## src/rtl/format_decode_arbiter.sv

```systemverilog
// -----------------------------------------------------------------------------
// format_decode_arbiter
//
// Two-thread front-end scheduler in front of a single instruction format
// decoder. Each thread buffers fetched instructions in a private FIFO. Every
// unstalled cycle one buffered entry is picked round-robin, dequeued, and
// loaded into a registered opcode/payload/address/format-class bundle tagged
// with its thread ID.
//
// Ports
//   clock_i, reset_i                 clock, synchronous active-high reset
//   tXEnable_i                       thread X input valid
//   tXInstruction_i                  thread X instruction word
//   tXAddress_i                      thread X instruction address
//   tXFormatClass_i                  thread X format class (0 = invalid)
//   tXFlush_i                        discard everything held for thread X
//   tXReady_o                        thread X FIFO not full
//   stall_i                          decoder back-pressure; hold outputs
//   enable_o                         output bundle valid
//   opCode_o / payload_o             instruction split, MSB-first numbering
//   address_o                        address of the issued instruction
//   instructionFormatClass_o         format class of the issued instruction
//   threadId_o                       0 = thread 0, 1 = thread 1
//   invalidFormat_o                  pulse: class-0 entry was dropped
//
// Build option
//   FORMAT_DROP_INVALID_EN  when defined, class-0 entries are consumed but not
//                           issued, and invalidFormat_o pulses instead. When
//                           undefined, they issue normally and invalidFormat_o
//                           is tied to 0.
// -----------------------------------------------------------------------------
module format_decode_arbiter #(
  parameter int instructionWidth = 32,
  parameter int addressSize      = 64,
  parameter int formatIndexRange = 5,
  parameter int opcodeWidth      = 6,
  parameter int fifoDepth        = 4
) (
  input  logic                                clock_i,
  input  logic                                reset_i,
  input  logic                                t0Enable_i,
  input  logic [instructionWidth-1:0]         t0Instruction_i,
  input  logic [addressSize-1:0]              t0Address_i,
  input  logic [formatIndexRange-1:0]         t0FormatClass_i,
  input  logic                                t0Flush_i,
  output logic                                t0Ready_o,
  input  logic                                t1Enable_i,
  input  logic [instructionWidth-1:0]         t1Instruction_i,
  input  logic [addressSize-1:0]              t1Address_i,
  input  logic [formatIndexRange-1:0]         t1FormatClass_i,
  input  logic                                t1Flush_i,
  output logic                                t1Ready_o,
  input  logic                                stall_i,
  output logic                                enable_o,
  output logic [opcodeWidth-1:0]              opCode_o,
  output logic [instructionWidth-opcodeWidth-1:0] payload_o,
  output logic [addressSize-1:0]              address_o,
  output logic [formatIndexRange-1:0]         instructionFormatClass_o,
  output logic                                threadId_o,
  output logic                                invalidFormat_o
);

  localparam int PW = $clog2(fifoDepth);
  localparam int CW = PW + 1;

  typedef struct packed {
    logic [instructionWidth-1:0] instr;
    logic [addressSize-1:0]      addr;
    logic [formatIndexRange-1:0] fclass;
  } entry_t;

  // Per-thread views of the two input ports so the FIFO logic is written once.
  entry_t     in_entry [2];
  logic [1:0] in_en;
  logic [1:0] flush;

  always_comb begin
    in_entry[0] = '{instr: t0Instruction_i, addr: t0Address_i, fclass: t0FormatClass_i};
    in_entry[1] = '{instr: t1Instruction_i, addr: t1Address_i, fclass: t1FormatClass_i};
    in_en       = {t1Enable_i, t0Enable_i};
    flush       = {t1Flush_i, t0Flush_i};
  end

  // FIFO state
  entry_t        mem    [2][fifoDepth];
  logic [PW-1:0] wr_ptr [2];
  logic [PW-1:0] rd_ptr [2];
  logic [CW-1:0] count  [2];

  // Output / arbitration state
  logic   ready_q;      // low while reset is held so Ready reads 0 in reset
  logic   last_grant;
  logic   enable_q;
  logic   thread_q;
  entry_t out_q;

  // Arbitration signals
  logic [1:0] ready;
  logic [1:0] avail;
  logic [1:0] enq;
  logic [1:0] deq;
  logic       grant_valid;
  logic       grant_tid;
  entry_t     head;

  assign ready[0] = ready_q && (count[0] != CW'(fifoDepth));
  assign ready[1] = ready_q && (count[1] != CW'(fifoDepth));

  // NOTE: every signal written here gets a default first, so no path through
  // the block leaves a value unassigned and no latch is inferred.
  always_comb begin
    avail       = '0;
    enq         = '0;
    deq         = '0;
    grant_valid = 1'b0;
    grant_tid   = 1'b0;

    for (int t = 0; t < 2; t++) begin
      // A thread being flushed this cycle is never eligible for a grant.
      avail[t] = (count[t] != '0) && !flush[t];
      enq[t]   = in_en[t] && ready[t];
    end

    if (!stall_i) begin
      if (avail[0] && avail[1]) begin
        grant_valid = 1'b1;
        grant_tid   = ~last_grant;
      end else if (avail[0]) begin
        grant_valid = 1'b1;
        grant_tid   = 1'b0;
      end else if (avail[1]) begin
        grant_valid = 1'b1;
        grant_tid   = 1'b1;
      end
    end

    if (grant_valid) deq[grant_tid] = 1'b1;
    head = mem[grant_tid][rd_ptr[grant_tid]];
  end

  // NOTE: the storage array has no reset; the pointers and counts define which
  // entries are live, so clearing the data itself would only cost flops.
  always_ff @(posedge clock_i) begin
    for (int t = 0; t < 2; t++) begin
      if (enq[t] && !flush[t]) mem[t][wr_ptr[t]] <= in_entry[t];
    end
  end

  // NOTE: all state updates use non-blocking assignments so every register
  // sees the pre-edge values of the others, independent of statement order.
  always_ff @(posedge clock_i) begin
    for (int t = 0; t < 2; t++) begin
      if (reset_i || flush[t]) begin
        // Flush wins over a same-cycle enqueue on the same thread.
        wr_ptr[t] <= '0;
        rd_ptr[t] <= '0;
        count[t]  <= '0;
      end else begin
        if (enq[t]) wr_ptr[t] <= wr_ptr[t] + PW'(1);
        if (deq[t]) rd_ptr[t] <= rd_ptr[t] + PW'(1);
        count[t] <= count[t] + CW'(enq[t]) - CW'(deq[t]);
      end
    end
  end

`ifdef FORMAT_DROP_INVALID_EN
  logic invalid_q;
`endif

  always_ff @(posedge clock_i) begin
    if (reset_i) begin
      ready_q    <= 1'b0;
      last_grant <= 1'b1;     // thread 0 wins the first tie after reset
      enable_q   <= 1'b0;
      thread_q   <= 1'b0;
      out_q      <= '0;
`ifdef FORMAT_DROP_INVALID_EN
      invalid_q  <= 1'b0;
`endif
    end else begin
      ready_q <= 1'b1;
`ifdef FORMAT_DROP_INVALID_EN
      invalid_q <= 1'b0;
`endif
      if (!stall_i) begin
        if (grant_valid) begin
          out_q      <= head;
          thread_q   <= grant_tid;
          last_grant <= grant_tid;
`ifdef FORMAT_DROP_INVALID_EN
          // A class-0 entry still uses up this thread's turn.
          enable_q  <= (head.fclass != '0);
          invalid_q <= (head.fclass == '0);
`else
          enable_q  <= 1'b1;
`endif
        end else begin
          enable_q <= 1'b0;
        end
      end else if (enable_q && flush[thread_q]) begin
        // Stalled bundle belongs to a flushed thread: withdraw it.
        enable_q <= 1'b0;
      end
    end
  end

`ifdef FORMAT_DROP_INVALID_EN
  assign invalidFormat_o = invalid_q;
`else
  assign invalidFormat_o = 1'b0;
`endif

  // Bit 0 is the instruction MSB, so the opcode is the top field of the word.
  assign opCode_o                 = out_q.instr[instructionWidth-1 -: opcodeWidth];
  assign payload_o                = out_q.instr[instructionWidth-opcodeWidth-1:0];
  assign address_o                = out_q.addr;
  assign instructionFormatClass_o = out_q.fclass;
  assign enable_o                 = enable_q;
  assign threadId_o               = thread_q;
  assign t0Ready_o                = ready[0];
  assign t1Ready_o                = ready[1];

endmodule

```

## config.mk

```make
export PLATFORM = sky130hd
export DESIGN_NAME = format_decode_arbiter
export DESIGN_NICKNAME = d
export VERILOG_FILES = /design/src/rtl/format_decode_arbiter.sv
export SDC_FILE = /design/constraint.sdc
export NUM_CORES = 1
export LEC_CHECK = 0
export CORE_UTILIZATION = 29
export DETAILED_ROUTE_END_ITERATION = 7
export PLACE_DENSITY = 0.51
export SETUP_SLACK_MARGIN = 0.05
export SLEW_MARGIN = 20
export SYNTH_ARGS = -nofsm -noshare
export SYNTH_HDL_FRONTEND = slang
export SYNTH_SLANG_ARGS = --single-unit
```

## constraint.sdc

```tcl
create_clock -name clock_i -period 5 [get_ports clock_i]
set_clock_uncertainty 0.15 [all_clocks]
set_input_delay 0.75 -clock clock_i [delete_from_list [all_inputs] [get_ports clock_i]]
set_output_delay 0.75 -clock clock_i [all_outputs]
set_load 0.005 [all_outputs]
```

==> out/results.ini, run 1 <==
[placed_design]
place_hpwl_um=52500
pre_cts_slack_ps=946
place_area_um2=39600
place_congestion=0.725
io_buffers=313

[timing]
period_share_pct=66.4
tns_ps=0
fin_crit_ps=3320
relSlewSlack_pct=32.3
setup_ws_ps=1680
setup_viol=0
drv_slew=0
worstMarginPinSlew_ps=1020
worst_hold_slack_ps=327
hold_viol_final=0
rsz0062_at_grt=false
clock.fmax_mhz=301

[run_status]
outcome=completed

[setup_path]
critPathCaptureType=flop
crit_arrival_ps=3760
worstSetupPathType=primary input to flop
cp.required_ps=5440
cp_max_fo=56
critPathLaunchType=primary input

[grt]
grt_max_degree=103
grt_use_total_pct=15.2
overflow=0
antenna_found_initial=33
grt_pass1_wl_um=134000
grt_pass1_vias=19100

[floorplanning]
die_w_um=347
die_height_um=347
die_area_um2=121000
io_pins=315
num_rows=126
start_util_pct=29.3
core_area_um2=118000

[route]
drtPass1Iterations=4
drt_iter0_drc=1069
wl_per_cell_um=24.9
routed_wl_um=92400
via_per_inst=4.84
vias=17900
drc_errors=0
ant_nets=0

[clock_network]
cts.sinks=927
cts_setup_buffers=0
cts.repair.resized=0
cts_made_buffers=105
clock_path_buffers=3
cts_tree=built
cts_hold_buf=0
htree_levels=3
worst_skew_pair.late_latency_ps=700
cts-root-buf=clkbuf_16
path_clk_slew_ps=60

[cells_and_area]
layout_common_cells=edfxtp_1, clkdlybuf4s50_1, nand2_1
final_nets=2302
drive_gt1_share_pct=19.5
final_common_cell=edfxtp_1
postLayoutCellArea_um2=43200
syn_to_final_growth_pct=24.9

[power_and_ir_drop]
leakage_uw=0.0134
ir_worst_vdd_mv=0.300
p_total_uw=17500
pwr_density_cell_nw_per_um2=406

[yosys]
syn_nets=1961
yosysSeqAreaShare_pct=77.3
ys_warn_count=0
netlist_instances=1738
synth_cell_types=35
ys_seq_elements=927
postSynthAreaPerCell_um2=19.9
syn-cell-area_um2=34600

[hold_path]
min_path_type=flop to flop

[run]
cap_viol_max_count=0

-- registers in the layout (all words and copies together) (netlist names) --
register,cells
mem,808
address_o,64
payload_o,26
count,6
opCode_o,6
instructionFormatClass_o,5
rd_ptr,4
wr_ptr,4
enable_o,1
last_grant,1
ready_q,1
threadId_o,1
-- synthesized netlist by cell type, drive strengths merged --
cell	count	area share [%]
o311ai	1	0.047
nor2	8	0.087
edfxtp	816	71
ha	12	0.43
nor3	5	0.087
or3b	1	0.025
fa	2	0.12
nand3	2	0.029
o211ai	1	0.022
o21a	1	0.022
a21oi	102	1.5
a311oi	101	2.6
or2	1	0.018
and2	14	0.25
a21boi	2	0.043
clkbuf	63	0.69
a21o	1	0.022
nor4	4	0.072
inv	17	0.18
buf	51	0.81
mux2i	1	0.029
o21ai	1	0.014
conb	1	0.011
or3	1	0.018
dfxtp	111	6.4
nand2	207	2.2
o22ai	1	0.018
mux4	202	13
xnor2	6	0.15
and3	2	0.036
-- per-stage QoR --
stage | util [%] | instances
floorplan | - | 1738
global placement | 33.6 | 3508
detailed placement | 33.6 | 3508
CTS | 36.6 | 3705
global route | 36.6 | 3706
finish | 36.6 | 3708
-- worst max-delay path, stage by stage --
cell and delay (ps):
clkdlybuf4s50_1 590, o311ai_4 430, buf_4 650, buf_4 820, nand2_1 160, a311oi_1 300
-- path summary, 6_finish.rpt --
path	from	to	slack, ps	cells past startpoint
max reg2reg	count[1][2]$_SDFF_PP0_	address_o[15]$_SDFFE_PP0P_	1880	6
max	t0Flush_i	address_o[15]$_SDFFE_PP0P_	1680	6
min	enable_o$_SDFFE_PP0P_	enable_o$_SDFFE_PP0P_	330	2
min reg2reg	enable_o$_SDFFE_PP0P_	enable_o$_SDFFE_PP0P_	330	2
-- where the power goes --
part	total [uW]	switching [uW]	internal, uW
Combinational	1160	594	563
Sequential	8650	71.5	8580
Clock	7730	3180	4550
-- area by class of cell --
cell class / instances / area, um2
flip-flops and latches: 927 / 26700
clock buffers: 136 / 2880
well taps: 1536 / 1920
repair buffers: 348 / 3610
inverters: 17 / 71.3
multi-input cells: 680 / 7310
diodes: 3 / 7.51
fillers: 10800 / 74900
clock inverters: 61 / 659
-- per-layer routing --
layer | GRT usage [%] | up-vias | routed length (um)
met5 | 0 | - | 411
met4 | 3.95 | 60 | 1780
met3 | 4.93 | 171 | 6430
met2 | 26.1 | 444 | 46400
met1 | 18.4 | 9473 | 37300
li1 | - | 7790 | -
-- cell families (layout without fill, tap and decap cells) --
group	count (synthesis)	count (layout)	synth area share, %
compound gates	211	211	4.22
buf+inv	131	562	1.68
flops	927	927	77.3
fa+ha+maj	14	14	0.550
mux	203	203	13.2
simple gates	245	245	2.87
other cells	1	4	0.0108
xor+xnor	6	6	0.152
Power figures use the tool's default switching activity.
==> run 2: changes to the inputs <==
PLACE_DENSITY = 0.53   (was 0.51)
clock period = 2.7 ns   (was 5 ns; I/O delays follow)
==> run 2 against run 1 <==
Final area grew 2.0%. Critical path depth grew 5. Sequential power grew 85%. Clock power grew 80%. Largest power group unchanged. Power grew 83%. Count of clock-buffer cells in the layout grew 8. Global-route usage shrank 0.14 points. Utilization grew 0.73 points. Register-to-register slack lost 1700 ps. Critical endpoint is now count[1][2]$_SDFF_PP0_. Combinational power grew 95%. Highest routed layer unchanged. Hold slack lost 130 ps. Sequential share of layout area shrank 1.2 points.
==> out/results.ini, run 2 (synthesis gave the netlist of run 1 again) <==
[timing]
clock.fmax_mhz=390
drv_slew=0  ; unchanged
relSlewSlack_pct=52.1  ; was 32.3%
period_share_pct=94.9
worstMarginPinSlew_ps=719  ; was 1020 ps
rsz0062_at_grt=false  ; unchanged
setup_viol=0  ; unchanged
fin_crit_ps=2560
hold_viol_final=0  ; unchanged

[grt]
grt_max_degree=106  ; was 103
antenna_found_initial=25  ; was 33
overflow=0  ; unchanged
grt_use_total_pct=15.1  ; was 15.2%
grt_pass1_wl_um=134000  ; about the same
grt_pass1_vias=19400  ; was 19100

[setup_path]
cp_max_fo=5  ; was 56
crit_arrival_ps=2960  ; was 3760 ps
critPathCaptureType=flop  ; unchanged
cp.required_ps=3100  ; was 5440 ps
critPathLaunchType=flop  ; was primary input
worstSetupPathType=flop to flop  ; was primary input to flop

[clock_network]
cts.sinks=927  ; unchanged
cts-root-buf=clkbuf_16  ; unchanged
cts_tree=built  ; unchanged
clock_path_buffers=3  ; unchanged
htree_levels=3  ; unchanged
path_clk_slew_ps=60  ; about the same
cts_made_buffers=102  ; was 105
worst_skew_pair.late_latency_ps=680  ; was 700 ps
cts_setup_buffers=0  ; unchanged

[cells_and_area]
final_util_pct=37.3  ; was 36.6%
syn_to_final_growth_pct=27.4  ; was 24.9%
largest_register_ffs=808  ; unchanged
multi_input_area_um2=7330  ; was 7310 um2
final_nets=2366  ; was 2302
layout_common_cells=edfxtp_1, clkdlybuf4s50_1, nand2_1  ; unchanged
fin_cells=3769  ; was 3708
regArea_um2=26700  ; unchanged
fill_cells=10700  ; was 10800
final_common_cell=edfxtp_1  ; unchanged
drive_gt1_share_pct=21.3  ; was 19.5%

[power_and_ir_drop]
pwr_density_cell_nw_per_um2=731  ; was 406 nW/um2
leakage_uw=0.0138  ; was 0.0134 uW
ir_worst_vdd_mv=0.467  ; was 0.300 mV

[placed_design]
place_hpwl_um=56900  ; was 52500 um
place_congestion=0.731  ; was 0.725
io_buffers=313  ; unchanged
dp_cells=3574  ; was 3508

[run_status]
outcome=completed  ; unchanged

[run]
cap_viol_max_count=0  ; unchanged

[hold_path]
min_path_type=primary input to flop  ; was flop to flop

[route]
wl_per_cell_um=24.2  ; was 24.9 um
drtPass1Iterations=5  ; was 4
vias=18200  ; was 17900
routed_wl_um=91400  ; was 92400 um
via_per_inst=4.84  ; about the same
drc_errors=0  ; unchanged
drt_iter0_drc=1324  ; was 1069
ant_nets=0  ; unchanged

[floorplanning]
io_pins=315  ; unchanged
core_area_um2=118000  ; unchanged
start_util_pct=29.3  ; unchanged
num_rows=126  ; unchanged
die_height_um=347  ; unchanged
die_area_um2=121000  ; unchanged
die_w_um=347  ; unchanged

==> run 2: power by group <==
group | total, uW | internal (uW) | switching (uW)
clock | 13900 | 8260 | 5640
combinational | 2260 | 1140 | 1120
sequential | 16000 | 15900 | 131
==> run 2: layout make-up <==
class / instances / share of cell area [%]
repair buffers: 415 / 10.4
multi-input cells: 680 / 16.6
clock buffers: 144 / 6.50
clock inverters: 47 / 1.20
diodes: 3 / 0.0170
well taps: 1536 / 4.36
inverters: 17 / 0.156
flip-flops and latches: 927 / 60.7
==> run 2: critical path, cell delays in order (launching register included) <==
cell and delay, ps:
dfxtp_1 360, or3_4 420, o311ai_4 90, inv_4 50, ha_1 270, inv_1 70
ha_1 170, inv_1 70, fa_2 360, xnor2_2 150, xnor2_1 120, and2_1 160
==> run 2: worst paths after layout <==
kind / startpoint / to / slack [ps] / cells after the start
worst max-delay path: count[1][2]$_SDFF_PP0_ / count[1][2]$_SDFF_PP0_ / 140 / 11
worst min-delay path: t1Address_i[61] / mem[1][369]$_DFFE_PP_ / 200 / 1
worst max register to register: count[1][2]$_SDFF_PP0_ / count[1][2]$_SDFF_PP0_ / 140 / 11
worst min register to register: enable_o$_SDFFE_PP0P_ / enable_o$_SDFFE_PP0P_ / 340 / 2
==> run 2: per-layer routing <==
metal	share of wire, %	vias up	GRT usage (%)
met5	0.29	-	0
met4	1.9	42	4.29
met3	6.8	154	4.20
met2	50	514	25.7
met1	41	9602	18.6
li1	-	7925	-
==> run 2: metrics by stage <==
step	total power [uW]	worst slack [ps]	area [um2]	hold WS (ps)	TNS [ps]
after floorplan	17300	-1.46	34600	314	-589
after global placement	18600	-202	40600	331	-357
after detailed placement	18600	-245	40600	337	-470
after CTS	32600	98.0	44000	141	0
after global routing	33300	81.3	44000	175	0
final	32200	138	44000	201	0
==> run 2: timing repair <==
item	4_1_cts	5_1_grt
hold buffers	1	0
hold endpoints to repair	8	0
endpoints found under the setup margin	1	1
gates resized for setup	2	4
==> run 3: changes to the inputs <==
CORE_MARGIN = 2   (was not set)
HOLD_SLACK_MARGIN = 0.05   (was not set)
==> run 3 against run 2 <==
Worst setup slack improved by 47 ps. Register-to-register slack improved by 80 ps. Global-route usage fell by 0.45 points. Hold slack improved by 9.2 ps. Via count decreased by 1.4%. Critical endpoint is now t1Ready_o. Largest power group unchanged. Highest routed layer unchanged.
==> out/results.ini, run 3 (synthesis gave the netlist of run 1 again) <==
[placed_design]
io_buffers=313  ; unchanged
place_congestion=0.730  ; was 0.731
place_hpwl_um=58200  ; was 56900 um
dp_cells=3569  ; was 3574

[route]
drc_errors=0  ; unchanged
ant_nets=0  ; unchanged
vias=18000  ; was 18200
via_per_inst=4.78  ; was 4.84
drtPass1Iterations=5  ; unchanged
wl_per_cell_um=23.9  ; was 24.2 um
routed_wl_um=89900  ; was 91400 um
drt_iter0_drc=1126  ; was 1324

[clock_network]
worst_skew_pair.late_latency_ps=680  ; about the same
path_clk_slew_ps=60  ; about the same
cts.sinks=927  ; unchanged
clock_path_buffers=3  ; unchanged
htree_levels=3  ; unchanged
cts_tree=built  ; unchanged
cts_made_buffers=100  ; was 102
cts-root-buf=clkbuf_16  ; unchanged

[cells_and_area]
syn_to_final_growth_pct=27.0  ; was 27.4%
fill_cells=10800  ; was 10700
fin_cells=3760  ; was 3769
layout_common_cells=edfxtp_1, clkdlybuf4s50_1, nand2_1  ; unchanged
largest_register_ffs=808  ; unchanged
drive_gt1_share_pct=20.9  ; was 21.3%
final_common_cell=edfxtp_1  ; unchanged
final_nets=2359  ; was 2366

[power_and_ir_drop]
intPower_uw=25100  ; was 25300 uW
clkPwrFrac_pct=42.8  ; was 43.2%
p_total_uw=31900  ; was 32200 uW
leakage_uw=0.0137  ; was 0.0138 uW
ir_worst_vdd_mv=0.565  ; was 0.467 mV
p_sw_uw=6810  ; was 6890 uW
swShare_pct=21.4  ; about the same
seq_power_share_pct=50.3  ; was 49.8%
pwr_density_cell_nw_per_um2=726  ; was 731 nW/um2
comb_power_share_pct=6.9  ; was 7.0%

[grt]
overflow=0  ; unchanged
grt_max_degree=106  ; unchanged
grt_pass1_wl_um=131000  ; was 134000 um
antenna_found_initial=28  ; was 25
grt_pass1_vias=19100  ; was 19400
grt_use_total_pct=14.7  ; was 15.1%

[hold_path]
worstHoldEndpoint=mem[1][392]$_DFFE_PP_  ; was mem[1][369]$_DFFE_PP_
min_path_type=primary input to flop  ; unchanged
hold_path_startpoint=t1Instruction_i[20]  ; was t1Address_i[61]
holdPathStages=1  ; unchanged

[setup_path]
critPathCaptureType=output pin  ; was flop
critPathLaunchType=flop  ; unchanged
crit_slowest_cell=clkdlybuf4s50_1  ; was or3_4
crit_arrival_ps=1960  ; was 2960 ps
cp.required_ps=2140  ; was 3100 ps
r2r_setup_slack_ps=220  ; was 140 ps
cp_cell_sequence=buf_4, nor2_1, a21boi_0, clkdlybuf4s50_1  ; was or3_4, o311ai_4, inv_4, ha_1, inv_1, ha_1, inv_1, fa_2, xnor2_2, xnor2_1, and2_1
cp_max_fo=4  ; was 5
critical-path-max-stage-delay_ps=540  ; was 420 ps
worstSetupPathType=flop to output pin  ; was flop to flop
crit_family=buffers and inverters  ; was adder cells
worst-path-buf-inv=2  ; was 3
r2r-start=count[1][2]$_SDFF_PP0_  ; unchanged
worstRegToRegCells=11  ; unchanged
timing.rr.end=count[1][2]$_SDFF_PP0_  ; unchanged

[timing]
drv_slew=0  ; unchanged
worstMarginPinSlew_ps=738  ; was 719 ps
clock.fmax_mhz=398  ; was 390 MHz
setup_viol=0  ; unchanged
tns_ps=0  ; unchanged
worst_hold_slack_ps=210  ; was 201 ps
fin_crit_ps=2510  ; was 2560 ps
rsz0062_at_grt=false  ; unchanged
period_share_pct=93.1  ; was 94.9%
hold_viol_final=0  ; unchanged
relSlewSlack_pct=50.8  ; was 52.1%

[floorplanning]
core_area_um2=118000  ; unchanged
num_rows=126  ; unchanged
die_area_um2=122000  ; was 121000 um2
start_util_pct=29.3  ; unchanged
die_w_um=349  ; was 347 um
io_pins=315  ; unchanged
die_height_um=349  ; was 347 um

[run]
cap_viol_max_count=0  ; unchanged

[run_status]
outcome=completed  ; unchanged

-- run 3: cell count changes in the layout (fill, tap and decap cells not counted), sizes merged --
| cell | previous run | this run |
|---|---|---|
| clkbuf | 144 | 145 |
| buf | 102 | 97 |
| bufinv | 9 | 8 |
| clkinvlp | 2 | 3 |
| clkinv | 32 | 27 |
-- run 3: cell type report --
class / instances / area, um2 / area share (%)
Multi-Input combinational cell: 680 / 7320 / 16.7
Antenna cell: 3 / 7.51 / 0.0171
Clock buffer: 145 / 2820 / 6.43
Tap cell: 1536 / 1920 / 4.38
Clock inverter: 42 / 490 / 1.12
Inverter: 17 / 68.8 / 0.157
Sequential cell: 927 / 26700 / 60.9
Timing Repair Buffer: 410 / 4550 / 10.4
-- run 3: worst max-delay path by stage --
stage / to / slack [ps] / depth (start not counted) / startpoint
floorplan: mem[1][0]$_DFFE_PP_ / -1 / 4 / count[1][1]$_SDFF_PP0_
detailed placement: address_o[50]$_SDFFE_PP0P_ / -250 / 7 / t1Flush_i
finish: t1Ready_o / 190 / 4 / count[1][1]$_SDFF_PP0_
global route: t1Ready_o / 70 / 4 / count[1][1]$_SDFF_PP0_
global placement: count[1][2]$_SDFF_PP0_ / -260 / 11 / t0Flush_i
CTS: instructionFormatClass_o[0]$_SDFFE_PP0P_ / 70 / 6 / count[1][2]$_SDFF_PP0_
-- run 3: metal layers --
| metal | vias to the layer above | track usage (%) | share of wire [%] |
|---|---|---|---|
| met2 | 424 | 24.9 | 50 |
| li1 | 7910 | - | - |
| met5 | - | 0 | 0.39 |
| met4 | 52 | 3.82 | 1.9 |
| met1 | 9442 | 17.9 | 40 |
| met3 | 157 | 4.69 | 7.2 |
-- run 3: power by group through the flow --
stage | sequential (uW) | clock [uW] | combinational, uW
after global routing | 16000 | 14600 | 2390
after detailed placement | 16300 | 0 | 2250
after global placement | 16300 | 0 | 2210
after CTS | 16000 | 14100 | 2260
after floorplan | 16300 | 0 | 1040
final | 16000 | 13600 | 2200
-- run 3: metrics by stage --
stage | worst slack, ps | utilization (%) | instance area [um2]
after global placement | -257 | 34.4 | 40600
after floorplan | -1.46 | - | 34600
final | 185 | 37.2 | 43900
after CTS | 74.7 | 37.2 | 43900
after detailed placement | -252 | 34.4 | 40600
after global routing | 73.5 | 37.2 | 43900
-- run 3: timing repair --
action,CTS,global route
pin swaps,0,0
resized for setup,3,4
setup buffers,0,0
endpoints found under the setup margin,1,16
hold buffers,1,0
hold endpoints to repair,13,0
